### config.mk
export PLATFORM = sky130hd
export DESIGN_NAME = instr_fetch
export DESIGN_NICKNAME = d
export VERILOG_FILES = /design/src/rtl/ifetch_pkg.sv /design/src/rtl/ifetch_fifo.sv /design/src/rtl/instr_fetch.sv
export SDC_FILE = /design/constraint.sdc
export NUM_CORES = 1
export LEC_CHECK = 0
export ABC_AREA = 1
export BUFFER_PORTS_ARGS = -buffer_cell sky130_fd_sc_hd__buf_2
export CORE_MARGIN = 5
export CORE_UTILIZATION = 49
export DETAILED_ROUTE_END_ITERATION = 7
export GPL_ROUTABILITY_DRIVEN = 0
export PLACE_DENSITY_LB_ADDON = 0.15
export REMOVE_ABC_BUFFERS = 1
export SLEW_MARGIN = 20
export SYNTH_ARGS = -nofsm -noshare
export SYNTH_HDL_FRONTEND = slang
export SYNTH_SLANG_ARGS = --single-unit
### constraint.sdc
create_clock -name clk -period 4.5 [get_ports clk]
set_clock_uncertainty 0.15 [all_clocks]
set_input_delay 0.45 -clock clk [delete_from_list [all_inputs] [get_ports clk]]
set_output_delay 0.45 -clock clk [all_outputs]
set_load 0.05 [all_outputs]
### src/rtl/ifetch_pkg.sv
// ifetch_pkg: shared state encoding, default widths and FIFO entry type
// for the instruction fetch stage.
package ifetch_pkg;

  localparam int IMEM_ADDR_W = 8;
  localparam int INSTR_W     = 64;

  typedef enum logic [1:0] {
    IDLE  = 2'd0,
    FETCH = 2'd1,
    DRAIN = 2'd2
  } ifetch_state_t;

  // One buffered instruction together with the address it was read from.
  typedef struct packed {
    logic [IMEM_ADDR_W-1:0] pc;
    logic [INSTR_W-1:0]     instr;
  } ifetch_entry_t;

endpackage

### src/rtl/ifetch_fifo.sv
// ifetch_fifo: small synchronous FIFO with a combinational head.
// Push and pop in the same cycle are legal when full (the head leaves as the
// new word lands) and when empty (the word is pushed first, then popped).
module ifetch_fifo #(
  parameter int DEPTH = 2,
  parameter int WIDTH = 72,
  localparam int CNT_W = $clog2(DEPTH + 1)
) (
  input  logic             clk,
  input  logic             rst_n,
  input  logic             clear,
  input  logic             push,
  input  logic [WIDTH-1:0] wdata,
  input  logic             pop,
  output logic [WIDTH-1:0] rdata,
  output logic             full,
  output logic             empty,
  output logic [CNT_W-1:0] count
);

  localparam int PTR_W = (DEPTH > 1) ? $clog2(DEPTH) : 1;

  logic [WIDTH-1:0] mem_q [DEPTH];
  logic [PTR_W-1:0] wr_ptr_q, wr_ptr_d;
  logic [PTR_W-1:0] rd_ptr_q, rd_ptr_d;
  logic [CNT_W-1:0] count_q, count_d;
  logic             do_push;
  logic             do_pop;

  function automatic logic [PTR_W-1:0] ptr_inc(input logic [PTR_W-1:0] p);
    if (p == PTR_W'(DEPTH - 1)) return '0;
    return p + PTR_W'(1);
  endfunction

  assign full    = (count_q == CNT_W'(DEPTH));
  assign empty   = (count_q == '0);
  assign count   = count_q;
  assign rdata   = mem_q[rd_ptr_q];
  assign do_push = push && (!full || pop);
  assign do_pop  = pop && (!empty || push);

  // Pointer and occupancy next-state.
  always_comb begin
    wr_ptr_d = wr_ptr_q;
    rd_ptr_d = rd_ptr_q;
    count_d  = count_q;
    if (clear) begin
      wr_ptr_d = '0;
      rd_ptr_d = '0;
      count_d  = '0;
    end else begin
      if (do_push) wr_ptr_d = ptr_inc(wr_ptr_q);
      if (do_pop)  rd_ptr_d = ptr_inc(rd_ptr_q);
      if (do_push && !do_pop)      count_d = count_q + CNT_W'(1);
      else if (do_pop && !do_push) count_d = count_q - CNT_W'(1);
    end
  end

  // Pointer and occupancy registers.
  always_ff @(posedge clk or negedge rst_n) begin
    if (!rst_n) begin
      wr_ptr_q <= '0;
      rd_ptr_q <= '0;
      count_q  <= '0;
    end else begin
      wr_ptr_q <= wr_ptr_d;
      rd_ptr_q <= rd_ptr_d;
      count_q  <= count_d;
    end
  end

  // Storage needs no reset: a slot is only read after it has been written.
  always_ff @(posedge clk) begin
    if (do_push && !clear) mem_q[wr_ptr_q] <= wdata;
  end

endmodule

### src/rtl/instr_fetch.sv
// instr_fetch: reads a wrap-capable address range from the instruction SRAM
// and delivers {pc, instr} in order over valid/ready. A word arriving from
// the SRAM is handed straight to the decoder when the skid FIFO is empty,
// otherwise it is queued; credit accounting keeps issued-or-buffered words
// within FIFO_DEPTH so nothing is dropped under back-pressure.
// Build option: define IFETCH_PERF_EN to add the perf_stall_cycles output.
module instr_fetch #(
  parameter int ADDR_W     = ifetch_pkg::IMEM_ADDR_W,
  parameter int INSTR_W    = ifetch_pkg::INSTR_W,
  parameter int FIFO_DEPTH = 2
) (
  input  logic               clk,
  input  logic               rst_n,
  input  logic               start,
  input  logic [ADDR_W-1:0]  start_pc,
  input  logic [ADDR_W-1:0]  end_pc,
  input  logic               flush,
  output logic               mem_en,
  output logic [ADDR_W-1:0]  mem_addr,
  input  logic [INSTR_W-1:0] mem_rdata,
  output logic [INSTR_W-1:0] instr,
  output logic [ADDR_W-1:0]  instr_pc,
  output logic               instr_valid,
  input  logic               instr_ready,
  output logic               busy,
  output logic               done
`ifdef IFETCH_PERF_EN
  ,
  output logic [31:0]        perf_stall_cycles
`endif
);

  import ifetch_pkg::*;

  localparam int CNT_W  = $clog2(FIFO_DEPTH + 1);
  localparam int CRED_W = CNT_W + 1;
  localparam int ENT_W  = ADDR_W + INSTR_W;

  ifetch_state_t       state_q, state_d;
  logic [ADDR_W-1:0]   pc_q, pc_d;
  logic [ADDR_W-1:0]   end_q, end_d;
  logic                mem_en_q, mem_en_d;
  logic [ADDR_W-1:0]   mem_addr_q, mem_addr_d;
  logic                rd_vld_q, rd_vld_d;
  logic [ADDR_W-1:0]   rd_pc_q, rd_pc_d;
  logic                done_q, done_d;

  logic                fifo_push;
  logic                fifo_pop;
  logic [ENT_W-1:0]    fifo_wdata;
  logic [ENT_W-1:0]    fifo_rdata;
  logic                fifo_full;
  logic                fifo_empty;
  logic [CNT_W-1:0]    fifo_count;

  logic                xfer;
  logic                start_ok;
  logic [CRED_W-1:0]   credit;

  // A word is presented either from the FIFO head or straight off the SRAM.
  assign instr_valid = !fifo_empty || rd_vld_q;
  assign xfer        = instr_valid && instr_ready;
  assign start_ok    = start && !flush && (state_q == IDLE);

  // Arriving word is queued unless it goes straight to the decoder.
  assign fifo_push  = rd_vld_q && !(fifo_empty && instr_ready);
  assign fifo_pop   = !fifo_empty && instr_ready;
  assign fifo_wdata = {rd_pc_q, mem_rdata};

  // Words that will still be owed after this cycle: buffered + arriving now
  // + read issued this cycle, less the word the decoder takes now.
  assign credit = CRED_W'(fifo_count) + CRED_W'(rd_vld_q) + CRED_W'(mem_en_q)
                - CRED_W'(xfer);

  ifetch_fifo #(
    .DEPTH (FIFO_DEPTH),
    .WIDTH (ENT_W)
  ) u_fifo (
    .clk   (clk),
    .rst_n (rst_n),
    .clear (flush),
    .push  (fifo_push),
    .wdata (fifo_wdata),
    .pop   (fifo_pop),
    .rdata (fifo_rdata),
    .full  (fifo_full),
    .empty (fifo_empty),
    .count (fifo_count)
  );

  // Output mux: FIFO head has priority since it is older than any arrival.
  always_comb begin
    instr    = '0;
    instr_pc = '0;
    if (!fifo_empty) begin
      {instr_pc, instr} = fifo_rdata;
    end else if (rd_vld_q) begin
      instr_pc = rd_pc_q;
      instr    = mem_rdata;
    end
  end

  // FSM next-state, read issue and done generation.
  always_comb begin
    state_d    = state_q;
    pc_d       = pc_q;
    end_d      = end_q;
    mem_en_d   = 1'b0;
    mem_addr_d = mem_addr_q;
    rd_vld_d   = mem_en_q;
    rd_pc_d    = mem_addr_q;
    done_d     = 1'b0;
    if (flush) begin
      // The read issued now would land next cycle; drop it on arrival.
      state_d  = IDLE;
      rd_vld_d = 1'b0;
    end else begin
      unique case (state_q)
        IDLE: begin
          if (start_ok) begin
            state_d    = FETCH;
            mem_en_d   = 1'b1;
            mem_addr_d = start_pc;
            pc_d       = start_pc + ADDR_W'(1);
            end_d      = end_pc;
          end
        end
        FETCH: begin
          if (mem_en_q && (mem_addr_q == end_q)) begin
            state_d = DRAIN;
          end else if ((credit < CRED_W'(FIFO_DEPTH)) && !fifo_full) begin
            mem_en_d   = 1'b1;
            mem_addr_d = pc_q;
            pc_d       = pc_q + ADDR_W'(1);
          end
        end
        DRAIN: begin
          if (credit == '0) begin
            state_d = IDLE;
            done_d  = 1'b1;
          end
        end
        default: state_d = IDLE;
      endcase
    end
  end

  // State, address and read-tracking registers.
  always_ff @(posedge clk or negedge rst_n) begin
    if (!rst_n) begin
      state_q    <= IDLE;
      pc_q       <= '0;
      end_q      <= '0;
      mem_en_q   <= 1'b0;
      mem_addr_q <= '0;
      rd_vld_q   <= 1'b0;
      rd_pc_q    <= '0;
      done_q     <= 1'b0;
    end else begin
      state_q    <= state_d;
      pc_q       <= pc_d;
      end_q      <= end_d;
      mem_en_q   <= mem_en_d;
      mem_addr_q <= mem_addr_d;
      rd_vld_q   <= rd_vld_d;
      rd_pc_q    <= rd_pc_d;
      done_q     <= done_d;
    end
  end

  assign mem_en   = mem_en_q;
  assign mem_addr = mem_addr_q;
  assign busy     = (state_q != IDLE);
  assign done     = done_q;

`ifdef IFETCH_PERF_EN
  logic [31:0] perf_q, perf_d;

  // Stall counter: cleared by an accepted start, saturating.
  always_comb begin
    perf_d = perf_q;
    if (start_ok) begin
      perf_d = '0;
    end else if (busy && instr_valid && !instr_ready && (perf_q != '1)) begin
      perf_d = perf_q + 32'd1;
    end
  end

  // Stall counter register.
  always_ff @(posedge clk or negedge rst_n) begin
    if (!rst_n) perf_q <= '0;
    else        perf_q <= perf_d;
  end

  assign perf_stall_cycles = perf_q;
`endif

endmodule

==> results of run 1 <==
-- per-layer routing --
metal | global-route usage | wire length [um]
met5 | 0 | 0
met4 | 0.0632 | 378
met3 | 0.0373 | 1250
met2 | 0.328 | 9080
met1 | 0.264 | 8220
-- logic make-up after synthesis --
family | after synthesis
flops | 185
xor+xnor | 5
buf+inv | 81
fa+ha+maj | 4
mux | 3
compound gates | 166
simple gates | 293
-- final cells by class --
| class | count | area, um^2 | share of cell area |
|---|---|---|---|
| Sequential cell | 185 | 5350 | 0.561 |
| Timing Repair Buffer | 175 | 918 | 0.0963 |
| Clock buffer | 19 | 454 | 0.0476 |
| Multi-Input combinational cell | 471 | 2290 | 0.240 |
| Clock inverter | 13 | 115 | 0.0121 |
| Inverter | 37 | 140 | 0.0147 |
| Tap cell | 216 | 270 | 0.0283 |
-- cells in the mapped netlist (all sizes together) --
cell    instances
inv            36
xnor2           1
or2             1
buf             8
nand4           2
dfrtp          41
nor2           95
clkbuf         36
o211ai          1
nor3            1
xor2            4
clkinv          1
a21oi          10
nand3          98
nor3b           1
fa              2
ha              2
nor4            1
o21ai         153
nand2          94
mux2            3
edfxtp        144
o22ai           2
-- critical path, delay by kind of cell (launching register included) --
kind                   cells  cell delay (ps)
buffers and inverters      3             1400
and+or+nand+nor            1              100
DFF                        1              450
AOI/OAI and AO/OA          2              460
-- where the power goes --
part           switching, W  leakage (nW)  internal (W)
Clock              0.000635         0.281      0.000800
Sequential         0.000143          1.80       0.00206
Combinational       0.00212          1.78      0.000579
Total               0.00289          3.87       0.00344
-- final timing paths --
kind                                                   from                       endpoint  slack [ps]  cells after the start
worst max-delay path            u_fifo.count[1]$_DFFE_PN0P_                      instr[35]        1040                      6
worst min-delay path                                  rst_n           end_q[6]$_DFFE_PN0P_          -1                      1
worst max register to register  u_fifo.count[1]$_DFFE_PN0P_        mem_addr[6]$_DFFE_PN0P_        1160                     12
worst min register to register      mem_addr[2]$_DFFE_PN0P_           rd_pc_q[2]$_DFF_PN0_         310                      0
max in group asynchronous                             rst_n    u_fifo.rd_ptr_q$_DFFE_PN0P_        3580                      1
min in group clk                              mem_rdata[58]  u_fifo.mem_q[1][58]$_DFFE_PP_          80                      1
-- registers in the layout, summed over array words and instances (netlist names) --
signal	count
u_fifo.count	2
u_fifo.wr_ptr_q	1
done	1
rd_vld_q	1
pc_q	8
rd_pc_q	8
u_fifo.rd_ptr_q	1
mem_addr	8
end_q	8
state_q	2
u_fifo.mem_q	144
mem_en	1
-- metrics by stage --
| step | setup WS (ps) | utilization | instances | hold WS [ps] | total power, W |
|---|---|---|---|---|---|
| final | 1040 | 0.601 | 1116 | -0.995 | 0.00633 |
| after detailed placement | 1170 | 0.565 | 1084 | 286 | 0.00494 |
| after CTS | 946 | 0.600 | 1116 | 22.4 | 0.00637 |
| after global placement | 1290 | 0.565 | 1084 | 295 | 0.00490 |
| after global routing | 823 | 0.601 | 1116 | 57.8 | 0.00666 |
| after floorplan | -1390 | - | 693 | 4.41 | 0.00418 |
==> run_results.csv, run 1 <==
group,metric,value,unit
sta,finalCriticalPeriod,3460,ps
sta,drv_slew,0,
critical_path,critPathMaxStageDelay,820,ps
sta,slew-limit-headroom,0.362,
logic_synthesis,synth-seq-cells,185,
critical_path,crit_chain,"nor2_4 > buf_4 > clkinv_2 > o21ai_0 > o21ai_0 > buf_2",
layout,final_common_cell,"buf_2",
clock_network,cts_buffers,17,
sta,setup_viol,0,
run_status,violations,"hold timing",
clock_network,cts_tree,"built",
routing,drcViolationCount,0,
sta,rsz0062_at_grt,"no",
clock_network,clockBufferDepth,2,
floorplan,fp.coreArea,15900,um^2
run,cap_violations,0,
hold_path,min_path_type,"in2async",
critical_path,slowest_stage,"clkinv_2",
logic_synthesis,synth_top_cell_by_area,"edfxtp_1",
logic_synthesis,synth.cell_area,7940,um^2
floorplan,die_area,18900,um^2
clock_network,h-tree-depth,4,
logic_synthesis,synthSimpleGateAreaFrac,0.162,
layout,final_area,9540,um^2
logic_synthesis,synth_mux_area_frac,0.00425,
power,peakVddDrop,333,uV
clock_network,cts_setup_buffers,0,
sta,holdWs,-0.995,ps
logic_synthesis,yosysWarnings,0,
sta,period_share,0.770,
global_routing,grt_max_degree,75,
global_routing,grt_pass1_vias,5762,
floorplan,initial_core_util,0.500,
logic_synthesis,yosysSeqAreaShare,0.673,
clock_network,cts_resized,0,
critical_path,cpMostUsedCell,"o21ai_0",
layout,final_nets,976,
global_routing,antenna_found_initial,0,
sta,worstMarginPinSlew,957,ps
floorplan,row_count,46,
logic_synthesis,synthDistinctLibCells,33,
critical_path,worstPathRequired,3900,ps
clock_network,insertion_delay,420,ps
critical_path,arrival,2860,ps
floorplan,ios,169,
logic_synthesis,synth_xor_area_frac,0.00551,
layout,n_fill_cell,1331,
sta,tns,0,ps
critical_path,path_class,"reg2out",
power,leakage,3.87,nW
logic_synthesis,synth.top_cell.area_share,0.544,
clock_network,cts_sinks,185,
routing,first_pass_iters,5,
routing,vias,6009,
logic_synthesis,postSynthCellCount,737,
critical_path,path_max_fanout,72,
sta,max_freq,289,MHz
clock_network,hold_buffers,0,
power,powerDensity,664,nW/um^2
critical_path,startpoint_type,"register",
run_status,outcome,"finished, violations left",
global_routing,grtUsageTotal,0.197,
critical_path,end_kind,"output port",
layout,num_antenna_cells,0,
logic_synthesis,synth_adder_area_share,0.00819,
layout,layout_common_cells,"168 x buf_2, 146 x o21ai_0, 144 x edfxtp_1",
routing,ant_nets,0,
global_routing,grt_pass1_wl,29.1,mm
global_routing,grt_overflow_total,0,
clock_network,cts_root_buf,"clkbuf_16",
routing,wl_per_cell,17.0,um
logic_synthesis,syn_area_per_cell,10.8,um^2
floorplan,dieHeight,137,um
place,port_buffers,168,
routing,viasPerCell,5.38,
sta,hold_viol,2,
layout,drive_gt1_frac,0.253,
routing,routed_wirelength,18.9,mm
logic_synthesis,yosys-top-cells-area,"edfxtp_1 54%, dfrtp_1 13%, o21ai_0 9.2%",
logic_synthesis,synth_top_family_by_area,"simple AND/OR/NAND/NOR gates",
place,dp_hpwl,11.6,mm
logic_synthesis,synth_compound_area_frac,0.105,
clock_network,clkTransAtPathRegs,70,ps
place,place_area,8970,um^2
layout,areaGrowthSynthToFinish,20.1,%
routing,drt_iter0_drc,537,
floorplan,die_x,137,um
(Power assumes the default switching activity.)
==> inputs of run 2 (changes only) <==
--- a/config.mk
+++ b/config.mk
@@ -5,10 +5,10 @@
 export SDC_FILE = /design/constraint.sdc
 export NUM_CORES = 1
 export LEC_CHECK = 0
-export ABC_AREA = 1
+export ABC_AREA = 0
 export BUFFER_PORTS_ARGS = -buffer_cell sky130_fd_sc_hd__buf_2
 export CORE_MARGIN = 5
-export CORE_UTILIZATION = 49
+export CORE_UTILIZATION = 50
 export DETAILED_ROUTE_END_ITERATION = 7
 export GPL_ROUTABILITY_DRIVEN = 0
 export PLACE_DENSITY_LB_ADDON = 0.15
==> constraint.sdc (replaced) <==
create_clock -name clk -period 3.4 [get_ports clk]
set_clock_uncertainty 0.15 [all_clocks]
set_input_delay 0.34 -clock clk [delete_from_list [all_inputs] [get_ports clk]]
set_output_delay 0.34 -clock clk [all_outputs]
set_load 0.05 [all_outputs]
==> run_results.csv, run 2 <==
group,metric,value,unit
routing,wl_per_cell,17.2,um
logic_synthesis,synth_edf_count,144,
sta,setup_viol,0,
routing,first_pass_iters,4,
sta,tns,0,ps
hold_path,min_path_type,"in2reg",
logic_synthesis,synth.cell_area,8100,um^2
routing,ant_nets,0,
layout,final_nets,932,
logic_synthesis,synth-seq-cells,185,
routing,drt_iter0_drc,320,
global_routing,antenna_found_initial,0,
critical_path,path_class,"reg2reg",
layout,num_antenna_cells,0,
layout,multiInputGateArea,2540,um^2
global_routing,grt_pass1_wl,29.3,mm
routing,drcViolationCount,0,
sta,drv_slew,0,
clock_network,cts_root_buf,"clkbuf_16",
hold_path,holdPathStages,3,
run,cap_violations,0,
place,port_buffers,168,
sta,hold_viol,0,
logic_synthesis,yosysMostFrequentCell,"edfxtp_1",
clock_network,cts_tree,"built",
layout,drive_gt1_frac,0.278,
layout,areaGrowthSynthToFinish,29.5,%
global_routing,grt_overflow_total,0,
floorplan,ios,169,
routing,routed_wirelength,18.4,mm
run_status,outcome,"finished, final reports clean",
place,dp_hpwl,11.4,mm
routing,vias,5803,
floorplan,row_count,46,
floorplan,fp.coreArea,15900,um^2
logic_synthesis,synthDistinctLibCells,53,
hold_path,hold_end,"state_q[0]$_DFFE_PN0P_",
logic_synthesis,syn_area_per_cell,13.2,um^2
sta,slew-limit-headroom,0.408,
global_routing,grt_max_degree,97,
power,peakVddDrop,353,uV
logic_synthesis,yosys-top-cells-area,"edfxtp_1 53%, dfrtp_1 13%, mux2i_1 9.3%",
critical_path,path_max_fanout,8,
clock_network,insertion_delay,430,ps
critical_path,r2r_cells,12,
critical_path,ff2ff_setup_slack,150,ps
logic_synthesis,yosysSeqAreaShare,0.661,
logic_synthesis,synth_top_cell_by_area,"edfxtp_1",
layout,regArea,5360,um^2
layout,top_register,"u_fifo.mem_q",
power,leakage,4.04,nW
critical_path,worstPathRequired,3570,ps
floorplan,die_x,137,um
sta,max_freq,307,MHz
global_routing,grtUsageTotal,0.199,
global_routing,grt_pass1_vias,5905,
logic_synthesis,synth.top_cell.area_share,0.534,
clock_network,h-tree-depth,4,
critical_path,arrival,3420,ps
clock_network,clockBufferDepth,2,
critical_path,rr_endpoint,"mem_addr[1]$_DFFE_PN0P_",
critical_path,crit_path_start,"u_fifo.count[0]$_DFFE_PN0P_",
layout,layout_common_cells,"168 x buf_2, 144 x edfxtp_1, 79 x o21ai_0",
clock_network,clkTransAtPathRegs,70,ps
layout,final_common_cell,"buf_2",
clock_network,cts_setup_buffers,0,
critical_path,end_kind,"register",
critical_path,regToRegStartpoint,"u_fifo.count[0]$_DFFE_PN0P_",
layout,largest_reg_flops,144,
clock_network,cts_sinks,185,
logic_synthesis,async_flop_share,0.222,
sta,worstMarginPinSlew,888,ps
floorplan,dieHeight,137,um
critical_path,startpoint_type,"register",
layout,n_fill_cell,1194,
routing,viasPerCell,5.41,
logic_synthesis,yosysWarnings,0,
sta,finalCriticalPeriod,3250,ps
floorplan,initial_core_util,0.510,
clock_network,cts_buffers,17,
sta,rsz0062_at_grt,"no",
power,powerDensity,549,nW/um^2
logic_synthesis,synth_flop_cell,"edfxtp_1",
logic_synthesis,postSynthCellCount,612,
floorplan,die_area,18800,um^2
logic_synthesis,synthTopCellsByCount,"144 x edfxtp_1, 79 x o21ai_0, 75 x mux2i_1, 75 x nand3_1, 42 x nand2_1",
layout,finalCoreUtilization,0.660,
sta,period_share,0.957,
hold_path,hold_start,"start",
run 2: layer usage:
metal | global-route usage | share of wire
met5 | 0 | 0
met2 | 0.344 | 0.51
met4 | 0.0582 | 0.010
met3 | 0.0471 | 0.066
met1 | 0.249 | 0.42
run 2: cell type report:
class                           instances  area share
Sequential cell                       185       0.510
Multi-Input combinational cell        372       0.242
Tap cell                              216      0.0258
Timing Repair inverter                  1    0.000477
Clock inverter                         14      0.0119
Inverter                               12     0.00477
Timing Repair Buffer                  254       0.163
Clock buffer                           18      0.0419
run 2: where the power goes:
group,switching (W),leakage (nW),total [W],internal (W)
logic,0.000765,1.96,0.00114,0.000371
registers,0.000145,1.80,0.00275,0.00261
clock network,0.000881,0.283,0.00187,0.000987
total,0.00179,4.04,0.00576,0.00397
run 2: timing repair:
action                                  4_1_cts  5_1_grt
hold buffers                                 73        0
hold endpoints to repair                    177        0
resized for setup                             0        3
endpoints found under the setup margin        0       31
run 2: worst max-delay path, stage by stage (launching register included):
cell      delay, ps
dfrtp_1         410
nor2_4          120
nand2_1          70
and2_1          160
ha_1            290
fa_1            360
inv_1            80
fa_1            420
a2111o_1        430
nand2_4         120
o21ai_4          90
clkinv_4        110
mux2_2          340
run 2: how the worst max path moves through the flow:
stage | to | slack [ps] | cells past startpoint
2_1_floorplan | mem_addr[0]$_DFFE_PN0P_ | -5400 | 12
3_3_place_gp | mem_addr[0]$_DFFE_PN0P_ | 150 | 12
3_5_place_dp | mem_addr[1]$_DFFE_PN0P_ | 60 | 12
4_1_cts | mem_addr[1]$_DFFE_PN0P_ | 50 | 13
5_1_grt | pc_q[0]$_DFFE_PN0P_ | 10 | 12
6_report | mem_addr[1]$_DFFE_PN0P_ | 150 | 12
run 2: cells by family (layout without fill, tap and decap cells):
family	count (synthesis)	count (layout)	share of synthesized area
flops	185	185	0.661
fa+ha+maj	4	4	0.00803
buf+inv	55	299	0.0284
simple gates	163	163	0.105
mux	85	85	0.108
compound gates	108	108	0.0769
xor+xnor	12	12	0.0130
run 2: metrics by stage:
| stage | hold WS, ps | total power, W | cells | worst slack, ps | instance area, um^2 |
|---|---|---|---|---|---|
| after global placement | 303 | 0.00384 | 966 | 151 | 9190 |
| after detailed placement | 306 | 0.00387 | 966 | 58.8 | 9190 |
| after global routing | 85.1 | 0.00601 | 1072 | 11.1 | 10500 |
| final | 77.7 | 0.00576 | 1072 | 146 | 10500 |
| after CTS | 73.0 | 0.00580 | 1071 | 53.5 | 10500 |
| after floorplan | -106 | 0.00353 | 569 | -5400 | 7920 |
==> inputs of run 3 (changes only) <==
--- a/config.mk
+++ b/config.mk
@@ -5,8 +5,9 @@
 export SDC_FILE = /design/constraint.sdc
 export NUM_CORES = 1
 export LEC_CHECK = 0
-export ABC_AREA = 0
+export ABC_AREA = 1
 export BUFFER_PORTS_ARGS = -buffer_cell sky130_fd_sc_hd__buf_2
+export CORE_ASPECT_RATIO = 1.4
 export CORE_MARGIN = 5
 export CORE_UTILIZATION = 50
 export DETAILED_ROUTE_END_ITERATION = 7
==> run_results.csv, run 3 (synthesis gave the netlist of run 1 again) <==
group,metric,value,unit
run_status,outcome,"finished, final reports clean",
hold_path,min_path_type,"in2reg",
layout,final_common_cell,"buf_2",
critical_path,path_max_fanout,17,
floorplan,die_x,117,um
sta,drv_slew,0,
routing,vias,6358,
critical_path,end_kind,"register",
run,cap_violations,0,
clock_network,insertion_delay,430,ps
sta,tns,0,ps
routing,first_pass_iters,5,
layout,drive_gt1_frac,0.236,
power,powerDensity,824,nW/um^2
place,place_area,8960,um^2
global_routing,grt_overflow_total,0,
power,leakage,4.16,nW
routing,drcViolationCount,0,
global_routing,antenna_found_initial,0,
clock_network,h-tree-depth,4,
floorplan,row_count,54,
clock_network,clockBufferDepth,2,
layout,final_nets,1049,
routing,ant_nets,0,
critical_path,path_class,"reg2reg",
sta,rsz0062_at_grt,"no",
sta,finalCriticalPeriod,3020,ps
clock_network,cts_buffers,17,
floorplan,ios,169,
critical_path,critPathMaxStageDelay,450,ps
place,port_buffers,168,
critical_path,crit_family,"adder cells",
sta,max_freq,331,MHz
power,p_total,0.00843,W
global_routing,grt_pass1_vias,6539,
layout,final_area,10200,um^2
routing,wl_per_cell,17.3,um
power,peakVddDrop,610,uV
sta,slew-limit-headroom,0.381,
sta,holdWs,15.7,ps
floorplan,initial_core_util,0.509,
clock_network,cts_tree,"built",
routing,routed_wirelength,20.2,mm
sta,hold_viol,0,
floorplan,die_area,18500,um^2
clock_network,clkTransAtPathRegs,70,ps
sta,setup_viol,0,
routing,drt_iter0_drc,497,
clock_network,cts_resized,0,
global_routing,grt_pass1_wl,32.2,mm
layout,areaGrowthSynthToFinish,28.7,%
place,dp_hpwl,12.3,mm
routing,viasPerCell,5.44,
critical_path,path_buf_inv,1,
global_routing,grtUsageTotal,0.220,
critical_path,arrival,3240,ps
floorplan,dieHeight,159,um
critical_path,startpoint_type,"register",
critical_path,slowest_stage,"dfrtp_1",
layout,num_antenna_cells,0,
sta,worstMarginPinSlew,928,ps
layout,largest_reg_flops,144,
sta,period_share,0.889,
layout,top_register,"u_fifo.mem_q",
clock_network,cts_sinks,185,
critical_path,worstPathRequired,3610,ps
floorplan,fp.coreArea,15600,um^2
layout,layout_common_cells,"168 x buf_2, 146 x o21ai_0, 144 x edfxtp_1",
critical_path,crit_chain,"nor2_4 > a21oi_1 > ha_1 > fa_1 > inv_1 > fa_1 > nor3b_2 > nand3_4 > nand2_4 > nand2_1 > nand2_1",
clock_network,cts_root_buf,"clkbuf_16",
global_routing,grt_max_degree,74,
[run 3: cell type report]
cell class	count	area, um^2
fill	1233	5380
sequential	185	5350
multi-input combinational	471	2290
timing repair buffer	248	1640
clock buffer	17	425
tap	196	245
inverter	37	139
clock inverter	15	130
[run 3: per-stage QoR]
stage / worst slack, ps / instances / util
detailed placement: 383 / 1066 / 0.574
global placement: 472 / 1066 / 0.574
CTS: 374 / 1168 / 0.654
floorplan: -2490 / 693 / -
finish: 378 / 1169 / 0.655
global route: 187 / 1169 / 0.655
[run 3: power breakdown]
| group | switching, W | internal [W] | leakage [nW] |
|---|---|---|---|
| clock network | 0.000890 | 0.000963 | 0.270 |
| registers | 0.000216 | 0.00272 | 1.80 |
| logic | 0.00281 | 0.000825 | 2.09 |
[run 3: repair_timing]
| action | CTS | global route |
|---|---|---|
| hold buffers | 70 | 1 |
| setup endpoints to repair | 0 | 0 |
| setup buffers | 0 | 0 |
| endpoints found under the hold margin | 174 | 2 |
[run 3: path summary, 6_finish.rpt]
check	to	slack, ps	cells after the start	from
min in group asynchronous	state_q[1]$_DFFE_PN0P_	440	2	rst_n
min reg2reg	rd_pc_q[7]$_DFF_PN0_	300	0	mem_addr[7]$_DFFE_PN0P_
min	end_q[3]$_DFFE_PN0P_	20	3	end_pc[3]
max in group asynchronous	u_fifo.rd_ptr_q$_DFFE_PN0P_	2030	2	rst_n
max	pc_q[0]$_DFFE_PN0P_	380	11	u_fifo.count[1]$_DFFE_PN0P_
max reg2reg	pc_q[0]$_DFFE_PN0P_	380	11	u_fifo.count[1]$_DFFE_PN0P_
[run 3: worst register-to-register path, cell delays in order, from the launching register on]
cell     delay, ps
dfrtp_1        450
nor2_4         160
a21oi_1         90
ha_1           290
fa_1           360
inv_1           80
fa_1           450
nor3b_2        260
nand3_4        240
nand2_4        260
nand2_1         90
nand2_1         80
[run 3: routing by layer]
metal | wire length [um] | global-route usage | up-vias
met1 | 7920 | 0.265 | 3076
li1 | - | - | 3040
met4 | 410 | 0.0605 | 0
met5 | 0 | 0 | -
met3 | 1370 | 0.0612 | 26
met2 | 10500 | 0.384 | 216
